==> src/rtl/nes_cart_pkg.sv <==
// Shared types and constants for the NES cartridge block and its iNES loader.
package nes_cart_pkg;

  // state    | meaning
  // IDLE     | no load since reset
  // HDR      | collecting the 16 header bytes
  // TRAIN    | discarding the 512-byte trainer
  // PRG      | writing PRG-ROM bytes
  // CHR      | writing CHR-ROM bytes
  // DONE/ERR | load finished / aborted, bus released
  typedef enum logic [2:0] {
    ST_IDLE, ST_HDR, ST_TRAIN, ST_PRG, ST_CHR, ST_DONE, ST_ERR
  } state_t;

  localparam logic [31:0] INES_MAGIC = 32'h4E45_531A;

  localparam int HDR_LEN     = 16;
  localparam int PRG_UNIT    = 16384;
  localparam int CHR_UNIT    = 8192;
  localparam int TRAINER_LEN = 512;

  localparam int CFG_W           = 40;
  localparam int CFG_MAPPER_LSB  = 0;
  localparam int CFG_MIRROR_V    = 16;
  localparam int CFG_BATTERY     = 17;
  localparam int CFG_FOUR_SCREEN = 18;
  localparam int CFG_CHR_RAM     = 32;
  localparam int CFG_PRG32K      = 33;

endpackage

==> src/rtl/ines_hdr_check.sv <==
// Combinational iNES header validation and cartridge config word build.
module ines_hdr_check
  import nes_cart_pkg::*;
#(
  parameter int MAX_PRG_UNITS = 2,
  parameter int MAX_CHR_UNITS = 1
) (
  input  logic [31:0]      magic,
  input  logic [7:0]       prg_units,
  input  logic [7:0]       chr_units,
  input  logic [7:0]       flags6,
  input  logic [3:0]       flags7_hi,
  output logic             ok,
  output logic             trainer,
  output logic [CFG_W-1:0] cfg
);

  logic [7:0] mapper;

  always_comb begin
    mapper  = {flags7_hi, flags6[7:4]};
    ok      = (magic == INES_MAGIC) && (mapper == 8'd0) &&
              (prg_units != 8'd0) && (prg_units <= 8'(MAX_PRG_UNITS)) &&
              (chr_units <= 8'(MAX_CHR_UNITS));
    trainer = flags6[2];

    cfg                          = '0;
    cfg[CFG_MAPPER_LSB +: 8]     = mapper;
    cfg[CFG_MIRROR_V]            = flags6[0];
    cfg[CFG_BATTERY]             = flags6[1];
    cfg[CFG_FOUR_SCREEN]         = flags6[3];
    cfg[CFG_CHR_RAM]             = (chr_units == 8'd0);
    cfg[CFG_PRG32K]              = (prg_units == 8'd2);
  end

endmodule

==> src/rtl/ines_loader.sv <==
// Parses an iNES byte stream, publishes the cartridge config word and
// writes PRG/CHR payload into the cartridge memories.
module ines_loader
  import nes_cart_pkg::*;
#(
  parameter int MAX_PRG_UNITS = 2,
  parameter int MAX_CHR_UNITS = 1
) (
  input  logic             clk_in,
  input  logic             rst_n_in,
  input  logic             start_in,
  input  logic [7:0]       rx_data_in,
  input  logic             rx_valid_in,
  output logic             rx_ready_out,
  output logic [CFG_W-1:0] cfg_out,
  output logic             cfg_upd_out,
  output logic             prg_nce_out,
  output logic             prg_r_nw_out,
  output logic [14:0]      prg_a_out,
  output logic [7:0]       prg_d_out,
  output logic [13:0]      chr_a_out,
  output logic             chr_r_nw_out,
  output logic [7:0]       chr_d_out,
  output logic             busy_out,
  output logic             done_out,
  output logic             error_out
);

  state_t           state, state_nxt;
  logic [15:0]      cnt;
  logic [15:0]      len_m1;
  logic [7:0]       hdr_q [8];
  logic             xfer, last;
  logic             hdr_ok, hdr_trainer;
  logic [CFG_W-1:0] hdr_cfg;

  ines_hdr_check #(
    .MAX_PRG_UNITS(MAX_PRG_UNITS),
    .MAX_CHR_UNITS(MAX_CHR_UNITS)
  ) u_hdr_check (
    .magic    ({hdr_q[0], hdr_q[1], hdr_q[2], hdr_q[3]}),
    .prg_units(hdr_q[4]),
    .chr_units(hdr_q[5]),
    .flags6   (hdr_q[6]),
    .flags7_hi(hdr_q[7][7:4]),
    .ok       (hdr_ok),
    .trainer  (hdr_trainer),
    .cfg      (hdr_cfg)
  );

  always_ff @(posedge clk_in) begin
    if (!rst_n_in) state <= ST_IDLE;
    else           state <= state_nxt;
  end

  always_comb begin
    rx_ready_out = (state == ST_HDR) || (state == ST_TRAIN) ||
                   (state == ST_PRG) || (state == ST_CHR);
    busy_out     = rx_ready_out;
    done_out     = (state == ST_DONE);
    error_out    = (state == ST_ERR);
    xfer         = rx_valid_in && rx_ready_out && !start_in;

    case (state)
      ST_HDR:   len_m1 = 16'(HDR_LEN - 1);
      ST_TRAIN: len_m1 = 16'(TRAINER_LEN - 1);
      ST_PRG:   len_m1 = 16'(int'(hdr_q[4]) * PRG_UNIT - 1);
      ST_CHR:   len_m1 = 16'(CHR_UNIT - 1);
      default:  len_m1 = 16'hFFFF;
    endcase
    last = (cnt == len_m1);

    state_nxt = state;
    if (start_in) begin
      state_nxt = ST_HDR;
    end else if (xfer && last) begin
      case (state)
        ST_HDR:   state_nxt = !hdr_ok ? ST_ERR : (hdr_trainer ? ST_TRAIN : ST_PRG);
        ST_TRAIN: state_nxt = ST_PRG;
        ST_PRG:   state_nxt = (hdr_q[5] != 8'd0) ? ST_CHR : ST_DONE;
        ST_CHR:   state_nxt = ST_DONE;
        default:  state_nxt = state;
      endcase
    end
  end

  // Write strobes are single-cycle and follow the accepted byte by one cycle.
  always_ff @(posedge clk_in) begin
    if (!rst_n_in) begin
      cnt          <= '0;
      cfg_out      <= '0;
      cfg_upd_out  <= 1'b0;
      prg_nce_out  <= 1'b1;
      prg_r_nw_out <= 1'b1;
      prg_a_out    <= '0;
      prg_d_out    <= '0;
      chr_r_nw_out <= 1'b1;
      chr_a_out    <= '0;
      chr_d_out    <= '0;
      for (int i = 0; i < 8; i++) hdr_q[i] <= '0;
    end else begin
      cfg_upd_out  <= 1'b0;
      prg_nce_out  <= 1'b1;
      prg_r_nw_out <= 1'b1;
      chr_r_nw_out <= 1'b1;
      if (start_in) begin
        cnt <= '0;
      end else if (xfer) begin
        cnt <= last ? '0 : cnt + 16'd1;
        case (state)
          ST_HDR: begin
            if (cnt < 16'd8) hdr_q[cnt[2:0]] <= rx_data_in;
            if (last && hdr_ok) begin
              cfg_out     <= hdr_cfg;
              cfg_upd_out <= 1'b1;
            end
          end
          ST_PRG: begin
            prg_nce_out  <= 1'b0;
            prg_r_nw_out <= 1'b0;
            prg_a_out    <= cnt[14:0];
            prg_d_out    <= rx_data_in;
          end
          ST_CHR: begin
            chr_r_nw_out <= 1'b0;
            chr_a_out    <= {1'b0, cnt[12:0]};
            chr_d_out    <= rx_data_in;
          end
          default: ;
        endcase
      end
    end
  end

endmodule

==> config.mk <==
export PLATFORM = sky130hd
export DESIGN_NAME = ines_loader
export DESIGN_NICKNAME = d
export VERILOG_FILES = /design/src/rtl/nes_cart_pkg.sv /design/src/rtl/ines_hdr_check.sv /design/src/rtl/ines_loader.sv
export SDC_FILE = /design/constraint.sdc
export NUM_CORES = 1
export LEC_CHECK = 0
export CAP_MARGIN = 20
export CORE_ASPECT_RATIO = 0.7
export CORE_MARGIN = 5
export CORE_UTILIZATION = 40
export CTS_BUF_LIST = sky130_fd_sc_hd__clkbuf_4 sky130_fd_sc_hd__clkbuf_8 sky130_fd_sc_hd__clkbuf_16
export DETAILED_ROUTE_END_ITERATION = 12
export PLACE_DENSITY_LB_ADDON = 0.25
export SYNTH_ARGS = -nofsm -noshare
export SYNTH_HDL_FRONTEND = slang
export SYNTH_SLANG_ARGS = --single-unit
==> constraint.sdc <==
create_clock -name clk_in -period 5.2 [get_ports clk_in]
set_clock_uncertainty 0.05 [all_clocks]
set_input_delay 1.04 -clock clk_in [delete_from_list [all_inputs] [get_ports clk_in]]
set_output_delay 1.04 -clock clk_in [all_outputs]
set_load 0.02 [all_outputs]
==> key figures, run 1 <==
Status
  – Status: completed

Global route
  – Largest net degree at the start of global routing: 51
  – First-pass GRT wire length: 24.1 mm
  – Initial antenna violation count: 0
  – GRT Util Overall: 17.8%
  – Gr ovfl total: 0
  – Vias in the first global route: 4,317

Pwr
  – Design Power: 2.47 mW
  – Pwr Density: 331 nW/um2
  – Static leakage: 2.64 nW
  – Peak supply drop: 181 uV

Drt
  – Post-route ant nets: 0
  – Final WL: 15.4 mm
  – Initial DRC count: 369
  – Via/cell ratio: 5.20
  – Pre-antenna DRT Iters: 5
  – Wirelength per Cell: 17.4 um
  – Vias: 4,622
  – DRC viols: 0

Clocking
  – TritonCTS clock tree: done
  – # Post-CTS Setup Buffers: 0
  – Post-CTS sizing: 0
  – H-tree levels: 4
  – CTS Hold Bufs: 0
  – Root Driver: clkbuf_16
  – Worst-path clk slew: 0.07 ns
  – Clk_lat worst skew: 0.42 ns
  – Clock Tree Buf Depth: 2
  – Cts bufs inserted: 17
  – Clock sinks: 139

Worst hold path
  – Worst Hold Class: flop to flop
  – Worst hold start: prg_a_out[11]$_SDFFE_PN0P_
  – Hold Path Cell Cnt: 2
  – WHS Endpoint: prg_a_out[11]$_SDFFE_PN0P_

Logic synthesis
  – Area share of the largest cell type after synthesis: 29.7%
  – Avg Inst Size Synth: 9.81 um2
  – Mapped Cells: 618
  – Largest area contributor in the netlist: edfxtp_1
  – Asr flop ratio synth: 0%
  – EDFF count, synth: 60
  – Ys Warns: 0
  – Main synth FF type: dfxtp_1
  – Seq cells post-synth: 139
  – Distinct cells, synth: 51
  – Post-synthesis sequential area ratio: 55.8%
  – Area contributors post-synth: edfxtp_1 (30%), dfxtp_1 (26%), and2_1 (6.8%)
  – Mapped cell area: 6060 um2

Floorplan
  – Overall die area: 17,800 um2
  – Die width: 157 um
  – Initial Utilization: 41.0%
  – I/O pins: 105
  – Core Box Area: 14,800 um2
  – # rows: 37
  – Die Span Y: 113 um

Timing
  – Relative slew margins: 30.6%
  – Hold Vio Cnt, Final: 0
  – Max Freq: 281 MHz
  – Final Max Slew Viols: 0
  – Setup TNS: 0 ns
  – # setup viols final: 0
  – RSZ-0062 raised after global routing: false
  – Final Cycle Share: 68.6%
  – Worst slew pin tran: 1.03 ns
  – Minimum clock period: 3.56 ns

Setup path
  – Reg-to-reg startpoint: state[0]$_SDFFE_PN0P_
  – Crit path max fanout: 9
  – Worst Path Arrival: 3.59 ns
  – R2R depth: 6
  – Startpoint Class: input pin
  – Reg2Reg Setup Slack: 2.16 ns
  – Reg-to-Reg End: hdr_q[1][3]$_SDFFCE_PN0P_
  – Crit path kind: input pin to flop
  – Critical path capture point type: flop
  – Critical Path RT: 5.23 ns

Cells and area
  – Synth-to-layout area growth: 22.9%
  – Layout fillers: 1,290
  – Layout net count: 696
  – Ant diodes: 0
  – Layout cell share with drive strength beyond 1: 6.92%

Placement
  – Post-detail-place hpwl: 10.7 mm
  – Buffers on Ports: 76
  – Placer Congestion: 0.885

Run
  – Max Cap Viol: 0
## placed cells by master, fill, tap and decap left out, drive strengths merged, types with 4 or more instances in the layout
cell type,count
nor4,10
clkbuf,20
nand4,11
nor2,36
xor2,8
and3,10
edfxtp,60
xnor2,8
clkinv,4
a21oi,56
dfxtp,79
buf,6
inv,14
nor3,12
nand2b,9
o21ai,13
nand3,10
a31oi,4
o31ai,6
nor2b,4
conb,28
and2,66
clkdlybuf4s50,76
nand2,106
## worst max-delay path, stage by stage
cell             delay [ns]
clkdlybuf4s50_1        0.54
nand2b_1               0.28
nor3_1                 0.31
and4b_1                0.28
nand2_1                0.18
nor3_1                 0.54
nand2b_1               0.42
## how the worst max path moves through the flow
stage,startpoint,slack (ns),to
2_1_floorplan,start_in,2.27,hdr_q[4][0]$_SDFFCE_PN0P_
3_3_place_gp,start_in,1.38,hdr_q[1][2]$_SDFFCE_PN0P_
3_5_place_dp,start_in,1.23,hdr_q[1][5]$_SDFFCE_PN0P_
4_1_cts,start_in,1.65,hdr_q[1][3]$_SDFFCE_PN0P_
5_1_grt,start_in,1.36,hdr_q[1][3]$_SDFFCE_PN0P_
6_report,start_in,1.64,hdr_q[1][3]$_SDFFCE_PN0P_
## metrics by stage
stage / std cells / setup slack (ns) / util (%) / instance area (um2) / hold slack, ns
final: 889 / 1.64 / 50.5 / 7450 / 0.405
after global routing: 889 / 1.36 / 50.5 / 7450 / 0.430
after CTS: 889 / 1.65 / 50.5 / 7450 / 0.411
after detailed placement: 857 / 1.23 / 46.4 / 6850 / 0.401
after global placement: 857 / 1.38 / 46.4 / 6850 / 0.396
after floorplan: 645 / 2.27 / - / 6160 / 0.439
## cells by family after synthesis
logic type      after synthesis  synth area share, %
flops                       139                 55.8
other cells                   1               0.0619
xor+xnor                     16                 2.31
simple gates                294                 25.6
buf+inv                      72                 6.50
compound gates               93                 9.08
fa+ha+maj                     3                0.619
## sequential cells by signal (all words and copies together), names as in the netlist
| signal | cells |
|---|---|
| cfg_out | 13 |
| cfg_upd_out | 1 |
| chr_a_out | 13 |
| chr_d_out | 8 |
| chr_r_nw_out | 1 |
| cnt | 16 |
| hdr_q | 60 |
| prg_a_out | 15 |
| prg_d_out | 8 |
| prg_r_nw_out | 1 |
| state | 3 |
## power breakdown
group,total [mW],switching [mW],internal [mW]
registers,1.16,0.00808,1.15
clock network,1.22,0.491,0.725
logic,0.0906,0.0685,0.0221
total,2.47,0.567,1.90
## cell usage after synthesis (all sizes together), types with 2 or more instances
cell and instances:
a211oi 2, a21oi 56, a31oi 4, and2 66, and3 10, and4 3, and4b 2, buf 40
clkbuf 25, dfxtp 79, edfxtp 60, ha 3, inv 7, nand2 106, nand2b 9, nand3 10
nand4 11, nand4bb 3, nor2 36, nor2b 4, nor3 12, nor3b 2, nor4 10, nor4b 2
nor4bb 3, o2111ai 2, o21a 2, o21ai 13, o31ai 6, or3 2, or4 2, xnor2 8
xor2 8
## layout make-up
cell class	count	area, um2	share of cell area (%)
multi-input cells	434	2390	32.1
flip-flops and latches	139	3380	45.4
clock inverters	12	123	1.65
repair buffers	82	806	10.8
well taps	195	244	3.27
clock buffers	20	478	6.41
inverters	7	26.3	0.353
## layer usage
| metal | GRT usage, % | vias up | wire length, um |
|---|---|---|---|
| li1 | - | 2211 | - |
| met2 | 25.0 | 184 | 6690 |
| met3 | 4.01 | 20 | 1210 |
| met5 | 0 | - | 0 |
| met1 | 26.7 | 2207 | 7300 |
| met4 | 6.36 | 0 | 237 |
Power figures use the tool's default switching activity.
==> inputs of run 2 (changes only) <==
==> constraint.sdc (replaced) <==
create_clock -name clk_in -period 3.3 [get_ports clk_in]
set_clock_uncertainty 0.05 [all_clocks]
set_input_delay 0.66 -clock clk_in [delete_from_list [all_inputs] [get_ports clk_in]]
set_output_delay 0.66 -clock clk_in [all_outputs]
set_load 0.02 [all_outputs]
==> run 2 against run 1 <==
Against the previous run: clock-buffer cell count shrank 1; routed wire length shrank 0.32%; design area grew 0.92%; register-to-register slack lost 1.7 ns; sequential share of layout area shrank 0.42 points; combinational power grew 67%; critical endpoint is now error_out; largest cell class unchanged; largest power group is now registers; highest routed layer unchanged.
==> key figures, run 2 (same netlist as run 1, synthesis figures left out) <==
Status
  – Status: completed

Setup path
  – Crit path max fanout: 16
  – Reg-to-Reg End: cnt[5]$_SDFFE_PP0N_
  – Crit path kind: flop to output pin
  – Critical Path RT: 2.59 ns
  – Worst Path Arrival: 2.40 ns
  – Startpoint Class: flop
  – WP buf/inv: 2
  – CP delay by family, top: buffers and inverters
  – Reg-to-reg startpoint: state[1]$_SDFFE_PP0P_
  – R2R depth: 7
  – Crit path cell chain: inv_1 > nor2_1 > and2_1 > clkdlybuf4s50_1
  – Critical path origin: state[2]$_SDFFE_PP0P_
  – Reg2Reg Setup Slack: 0.51 ns
  – Slowest CP cell: dfxtp_1
  – Critical path capture point type: output pin
  – Slowest stage delay, CP: 0.67 ns

Cells and area
  – Ant diodes: 0
  – Max reg flops: 60
  – Most common cell after layout, fill and taps aside: nand2_1
  – Final Util: 50.9%
  – Largest Register: hdr_q
  – Most frequent cells in the layout: nand2_1 (106), dfxtp_1 (79), clkdlybuf4s50_1 (76), and2_1 (66), edfxtp_1 (60)
  – Layout net count: 708
  – Layout cell share with drive strength beyond 1: 8.50%
  – Top Registers: hdr_q (60), cnt (16), prg_a_out (15)
  – Synth-to-layout area growth: 24.1%
  – Layout fillers: 1,294

Worst hold path
  – Worst Hold Class: flop to flop
  – WHS Endpoint: prg_a_out[11]$_SDFFE_PN0P_
  – Worst hold start: prg_a_out[11]$_SDFFE_PN0P_
  – Hold Path Cell Cnt: 2

Placement
  – Buffers on Ports: 76
  – Placer Congestion: 0.856
  – Post-detail-place hpwl: 10.6 mm

Timing
  – Minimum clock period: 3.11 ns
  – # setup viols final: 0
  – Final Max Slew Viols: 0
  – RSZ-0062 raised after global routing: false
  – Min Hold Slack: 0.406 ns
  – Max Freq: 322 MHz
  – Final Cycle Share: 94.1%
  – Setup TNS: 0 ns
  – Relative slew margins: 37.3%
  – Worst slew pin tran: 0.940 ns
  – Hold Vio Cnt, Final: 0

Floorplan
  – Die Span Y: 113 um
  – Initial Utilization: 41.0%
  – Die width: 157 um
  – Core Box Area: 14,800 um2
  – I/O pins: 105
  – Overall die area: 17,800 um2
  – # rows: 37

Pwr
  – Peak supply drop: 334 uV
  – Switching share of total power: 23.9%
  – Internal cell power: 2.90 mW
  – Design Power: 3.82 mW
  – Pwr Density: 507 nW/um2
  – Static leakage: 2.69 nW
  – Comb power frac: 4.0%
  – Sequential share of power: 47.9%
  – Clock Power Share: 48.1%
  – Net switching power: 911 uW

Clocking
  – Cts bufs inserted: 17
  – CTS Hold Bufs: 0
  – Post-CTS sizing: 0
  – # Post-CTS Setup Buffers: 0
  – H-tree levels: 4
  – Clk_lat worst skew: 0.42 ns
  – Worst-path clk slew: 0.07 ns
  – Root Driver: clkbuf_16
  – Clock sinks: 139
  – TritonCTS clock tree: done
  – Clock Tree Buf Depth: 2

Global route
  – Vias in the first global route: 4,404
  – First-pass GRT wire length: 24.1 mm
  – Grt met2 use: 24.9%
  – Initial antenna violation count: 0
  – Gr busiest metal: met1
  – Met1 usage: 26.5%
  – Met3 Track Usage GR: 3.98%
  – Largest net degree at the start of global routing: 50
  – Gr ovfl total: 0
  – GRT Util Overall: 17.5%

Drt
  – Pre-antenna DRT Iters: 5
  – Wirelength per Cell: 17.1 um
  – DRC viols: 0
  – Final WL: 15.4 mm
  – Vias: 4,588
  – Initial DRC count: 267
  – Post-route ant nets: 0
  – Via/cell ratio: 5.09

Run
  – Max Cap Viol: 0
run 2: cell types whose count changed in the layout (fill, tap and decap cells not counted), sizes merged:
| cell | change |
|---|---|
| buf | +12 |
| inv | +2 |
| bufinv | -1 |
| clkbuf | -1 |
| clkinv | -1 |
| clkinvlp | +1 |
run 2: final cells by class:
class	instances	area, um2	area share, %
Clock buffer	19	458	6.09
Clock inverter	13	121	1.61
Inverter	7	26.3	0.349
Multi-Input combinational cell	434	2390	31.8
Sequential cell	139	3380	45.0
Tap cell	195	244	3.24
Timing Repair Buffer	94	896	11.9
run 2: worst max path at each step:
stage / end / slack, ns / depth (start not counted)
after floorplan: hdr_q[4][0]$_SDFFCE_PN0P_ / 0.75 / 5
after global placement: hdr_q[0][4]$_SDFFCE_PN0P_ / 0.40 / 7
after detailed placement: hdr_q[0][0]$_SDFFCE_PN0P_ / 0.35 / 7
after CTS: error_out / 0.21 / 4
after global routing: error_out / 0.10 / 4
final: error_out / 0.19 / 4
run 2: worst min-delay path: cells and delay by family, from the launching register on:
kind / cells / cell delay (ns)
AO/OA/AOI/OAI: 1 / 0.05
flip-flops: 1 / 0.31
AND/OR/NAND/NOR: 1 / 0.05
run 2: metrics by stage:
| step | area (um2) | setup WS [ns] | instances |
|---|---|---|---|
| final | 7520 | 0.195 | 901 |
| after global routing | 7520 | 0.101 | 901 |
| after CTS | 7520 | 0.214 | 901 |
| after detailed placement | 6940 | 0.346 | 869 |
| after global placement | 6940 | 0.397 | 869 |
| after floorplan | 6160 | 0.747 | 645 |
run 2: power groups by stage:
stage	logic, mW	clock network [mW]	registers [mW]
finish	0.151	1.83	1.83
global route	0.164	1.95	1.83
CTS	0.150	1.88	1.83
detailed placement	0.149	0	1.87
global placement	0.147	0	1.87
floorplan	0.113	0	1.86
run 2: layer usage:
metal	routed length (um)	vias up
met1	7710	2194
li1	-	2231
met5	0	-
met3	895	21
met2	6570	142
met4	214	0
